===== config.mk =====
export PLATFORM = sky130hd
export DESIGN_NAME = pc_seq_ctrl_flat
export DESIGN_NICKNAME = d
export VERILOG_FILES = /design/src/rtl/pc_seq_ctrl_if.sv /design/src/rtl/pc_seq_ctrl.sv /design/src/flat_wrapper.sv
export SDC_FILE = /design/constraint.sdc
export NUM_CORES = 1
export LEC_CHECK = 0
export CORE_UTILIZATION = 37
export DETAILED_ROUTE_END_ITERATION = 8
export PLACE_DENSITY = 0.82
export SKIP_CTS_REPAIR_TIMING = 1
export SYNTH_ARGS = -nofsm -noshare
export SYNTH_HDL_FRONTEND = slang
export SYNTH_SLANG_ARGS = --single-unit

===== constraint.sdc =====
create_clock -name sys_clk -period 1.7 [get_ports sys_clk]
set_clock_uncertainty 0.2 [all_clocks]
set_input_delay 0.34 -clock sys_clk [delete_from_list [all_inputs] [get_ports sys_clk]]
set_output_delay 0.34 -clock sys_clk [all_outputs]
set_load 0.05 [all_outputs]

===== src/rtl/pc_seq_ctrl_if.sv =====
// pc_seq_ctrl_if: ready-handshaked program-memory read port between the
// fetch sequencer (master) and program memory (slave).
interface pc_seq_ctrl_if;
   logic       mem_rd;
   logic       mem_ready;
   logic [7:0] mem_rdata;
   modport master (output mem_rd, input mem_ready, input mem_rdata);
   modport slave (input mem_rd, output mem_ready, output mem_rdata);
endinterface


===== src/rtl/pc_seq_ctrl.sv =====
// pc_seq_ctrl: instruction-fetch sequencer driving PC_counter loads/increments,
// instruction register capture, branch operand fetch and the ALU execute strobe.
module pc_seq_ctrl #(
   parameter logic [7:0] RESET_VEC = 8'h00
) (
   input  logic                 sys_clk,
   input  logic                 sys_rst,
   pc_seq_ctrl_if.master        mem,
   input  logic                 start,
   input  logic                 zero_flag,
   output logic                 LOAD,
   output logic                 LDPC,
   output logic [7:0]           load_addr,
   output logic [7:0]           ir,
   output logic                 alu_en,
   output logic                 busy,
   output logic                 halted,
   output logic [2:0]           state_o
);
   typedef enum logic [2:0] {
      IDLE   = 3'd0,
      INIT   = 3'd1,
      FETCH  = 3'd2,
      DECODE = 3'd3,
      OPER   = 3'd4,
      EXEC   = 3'd5,
      HALT   = 3'd6
   } state_t;

   localparam logic [3:0] OP_NOP = 4'h0;
   localparam logic [3:0] OP_JMP = 4'h1;
   localparam logic [3:0] OP_JZ  = 4'h2;
   localparam logic [3:0] OP_HLT = 4'hF;

   state_t     state;
   logic [3:0] op;
   logic       is_jump;

   assign op      = ir[7:4];
   assign is_jump = op == OP_JMP || op == OP_JZ;

   always_ff @(posedge sys_clk or negedge sys_rst) begin
      if (!sys_rst) begin
         state     <= IDLE;
         ir        <= 8'h00;
         load_addr <= 8'h00;
      end else begin
         case (state)
            IDLE: if (start) begin
               state     <= INIT;
               load_addr <= RESET_VEC;
            end
            INIT: state <= FETCH;
            FETCH: if (mem.mem_ready) begin
               ir    <= mem.mem_rdata;
               state <= DECODE;
            end
            DECODE: state <= is_jump ? OPER : (op == OP_HLT) ? HALT : EXEC;
            OPER: if (mem.mem_ready) begin
               load_addr <= mem.mem_rdata;
               state     <= EXEC;
            end
            EXEC: state <= FETCH;
            HALT: if (start) state <= FETCH;
            default: state <= IDLE;
         endcase
      end
   end

   // Strobes decode the registered state; LDPC must track mem_ready in the accepting cycle.
   assign mem.mem_rd = state == FETCH || state == OPER;
   assign LDPC       = mem.mem_rd && mem.mem_ready;
   assign LOAD       = state == INIT ||
                       (state == EXEC && (op == OP_JMP || (op == OP_JZ && zero_flag)));
   assign alu_en     = state == EXEC && !is_jump && op != OP_NOP && op != OP_HLT;
   assign busy       = state != IDLE && state != HALT;
   assign halted     = state == HALT;
   assign state_o    = state;
endmodule


===== src/flat_wrapper.sv =====
// flat-port wrapper written by rule: the top's interface ports become plain ports
module pc_seq_ctrl_flat 
#(
   parameter logic [7:0] RESET_VEC = 8'h00
)
  (sys_clk, sys_rst, start, zero_flag, LOAD, LDPC, load_addr, ir, alu_en, busy, halted, state_o, mem_mem_rd, mem_mem_ready, mem_mem_rdata);
  pc_seq_ctrl_if mem_i ();
  input  logic sys_clk;
  input  logic sys_rst;
  input  logic start;
  input  logic zero_flag;
  output logic LOAD;
  output logic LDPC;
  output logic [7:0] load_addr;
  output logic [7:0] ir;
  output logic alu_en;
  output logic busy;
  output logic halted;
  output logic [2:0] state_o;
  output wire logic [$bits(mem_i.mem_rd)-1:0] mem_mem_rd;
  input wire logic [$bits(mem_i.mem_ready)-1:0] mem_mem_ready;
  input wire logic [$bits(mem_i.mem_rdata)-1:0] mem_mem_rdata;
  assign mem_mem_rd = mem_i.mem_rd;
  assign mem_i.mem_ready = mem_mem_ready;
  assign mem_i.mem_rdata = mem_mem_rdata;
  pc_seq_ctrl #(.RESET_VEC(RESET_VEC)) u_core (.sys_clk(sys_clk), .sys_rst(sys_rst), .mem(mem_i), .start(start), .zero_flag(zero_flag), .LOAD(LOAD), .LDPC(LDPC), .load_addr(load_addr), .ir(ir), .alu_en(alu_en), .busy(busy), .halted(halted), .state_o(state_o));
endmodule

==> qor.txt <==
Most frequent cells in the layout = buf_12 (25), buf_4 (18), clkdlybuf4s50_1 (12), dfrtp_1 (12)
Slew @ Worst Pin = 305 ps
Setup violators final = 15
Power Total = 4.22 mW
Area of the multi-input gates = 464 µm²
Storage cell area = 484 µm²
Tmin final = 1920 ps
Crit path DAT = 1380 ps
Hold slack = 156 ps
Mapped Nets = 98
Clock Sinks = 19
Via density = 5.18
Ant diodes = 0
Worst VDD drop = 0.00153 V
Crit end category = primary output
DRT Pass-1 Iters = 5
Synth Cell Area = 903 µm²
CP Cell Sequence = nand3b_1 -> nor3b_4 -> buf_12
Dpl ws = -301 ps
Chip width = 51.4 µm
PD cells = 2310 nW/µm²
Slowest CP cell = dfrtp_2
Worst R2R Path Depth = 4
FILL cells = 123
Critical path depth in cells = 3
Main synth FF type = dfrtp_1
Clk root buf = clkbuf_4
Std cell rows = 17
Status = finished, violations left
Final WS setup = -224 ps
Min-Delay Path Class = in2async
Area leader, netlist = dfrtp_1
Synth Warn # = 0
Synthesized flop and latch total = 19
Worst setup startpoint = u_core.state_o[1]
Core Region = 2250 µm²
Die Y = 51.4 µm
Placed wire-length estimate = 1970 µm
WS Path Type = reg2out
TritonCTS clock tree = yes
Most common cell after layout, fill and taps aside = buf_12
Crit-path leading delay family = flip-flops
LEAKAGE = 0.787 nW
Post-route insts no fill = 169
Worst slew margin = 79.6%
CTS Buf Count = 3
Number of global-route vias before repair = 846
GRT overflow = 0
Gpl congestion = 0.741
Max incr delay on CP = 480 ps
IO Pins = 38
CP Launch Type = flop
First-pass GRT wire length = 4220 µm
Dpl cells = 153
Final Max Tran Viols = 0
DR iter-0 viols = 24
Worst skew pair latency = 300 ps
Reg2reg start = u_core.state_o[2]
Port Buffers = 37
Reg-to-reg endpoint = u_core.ir[5]
Largest net degree at the start of global routing = 20
Share of layout cells above drive strength 1 = 53.9%
Initial core utilization = 40.1%
Max cap viols = 0
Max Root-Sink Buffers = 2
Antenna Violating Nets Remaining = 0
Htree depth = 1
Number of enable flip-flop cells after synthesis = 0
Asr flop ratio synth = 100%
CP max FO = 7
Worst reg2reg setup slack = -110 ps
Required time worst endpoint = 1160 ps
Total Wirelength = 2800 µm
Max Clock Freq = 0.520 GHz
Fin nets = 155
Die area = 2640 µm²
Reg clk slew, reported paths = 120 ps
Dominant cells by area after synthesis = dfrtp_1 (53%), mux2_2 (10%), nand4_1 (6.2%)
Critical path capture point = alu_en
GRT Resource Usage Total = 22.5%
Count of cell types in the netlist = 23
Drt drc = 0
Crit share post-route = 113%
Seq/Total Area, Yosys = 52.6%
Synth top area share = 52.6%
Via Count = 876
Failing checks = setup timing
Synthesis-to-finish area growth = 103%
Antenna violations before repair = 0
CP bufs+invs = 1
Cells after synthesis = 85
DR WL/cell = 16.6 µm
Endpoints failing hold = 0
Syn Area/Cell = 10.6 µm²
RSZ-0062 raised after global routing = yes
[stage by stage]
stage                     cell area, µm²  utilization (%)  TNS (ps)
after global routing                1830             81.2     -2880
after detailed placement            1690             75.1     -4040
after CTS                           1720             76.3     -1570
after floorplan                     1030                -     -1330
after global placement              1690             75.1     -3300
final                               1830             81.2     -2130
[sequential cells by signal, summed over array words and instances, names as in the netlist]
signal,flops
u_core.load_addr,8
u_core.state_o,3
u_core.ir,8
[area by class of cell]
cell class | instances | area share (%)
clock buffer | 3 | 1.23
clock inverter | 1 | 0.273
inverter | 8 | 1.64
multi-input combinational | 52 | 25.4
sequential | 19 | 26.5
tap | 28 | 1.91
timing repair buffer | 58 | 43.1
[cells in the mapped netlist, drive strengths merged, types with 2 or more instances]
cell    instances
nor2            4
inv             8
xnor2           2
buf             4
nand2           2
mux2            8
o21ai          10
nor3b           2
clkbuf          2
nand4           9
nand2b          2
dfrtp          19
nand3b          4
[report_power, final]
part	internal [mW]	leakage, nW	switching (mW)
Combinational	1.58	0.538	1.50
Clock	0.0876	0.0177	0.148
Sequential	0.641	0.231	0.269
Total	2.30	0.787	1.92
[worst min-delay path by stage]
stage,from,endpoint,slack (ps),depth (start not counted)
after floorplan,sys_rst,u_core.ir[0],-160,0
after global placement,u_core.load_addr[1],u_core.load_addr[1],370,2
after detailed placement,u_core.ir[0],u_core.ir[0],380,1
after CTS,sys_rst,u_core.load_addr[0],160,2
after global routing,sys_rst,u_core.ir[5],180,2
final,sys_rst,u_core.load_addr[7],160,2
[metal layers]
metal / vias to the layer above / GRT usage [%] / share of wire (%)
met5: - / 0 / 0
met1: 430 / 28.1 / 42
li1: 413 / - / -
met3: 4 / 1.79 / 3.4
met4: 0 / 13.5 / 1.8
met2: 29 / 37.4 / 53
[cell families (layout without fill, tap and decap cells)]
| kind of cell | after synthesis | count (layout) | synth area share [%] |
|---|---|---|---|
| and+or+nand+nor | 27 | 27 | 18.4 |
| DFF | 19 | 19 | 52.6 |
| xor gates and xnor gates | 2 | 2 | 1.94 |
| AOI/OAI and AO/OA | 14 | 14 | 9.28 |
| muxes | 9 | 9 | 11.1 |
| buffers and inverters | 14 | 70 | 6.65 |
(Power assumes the default switching activity.)
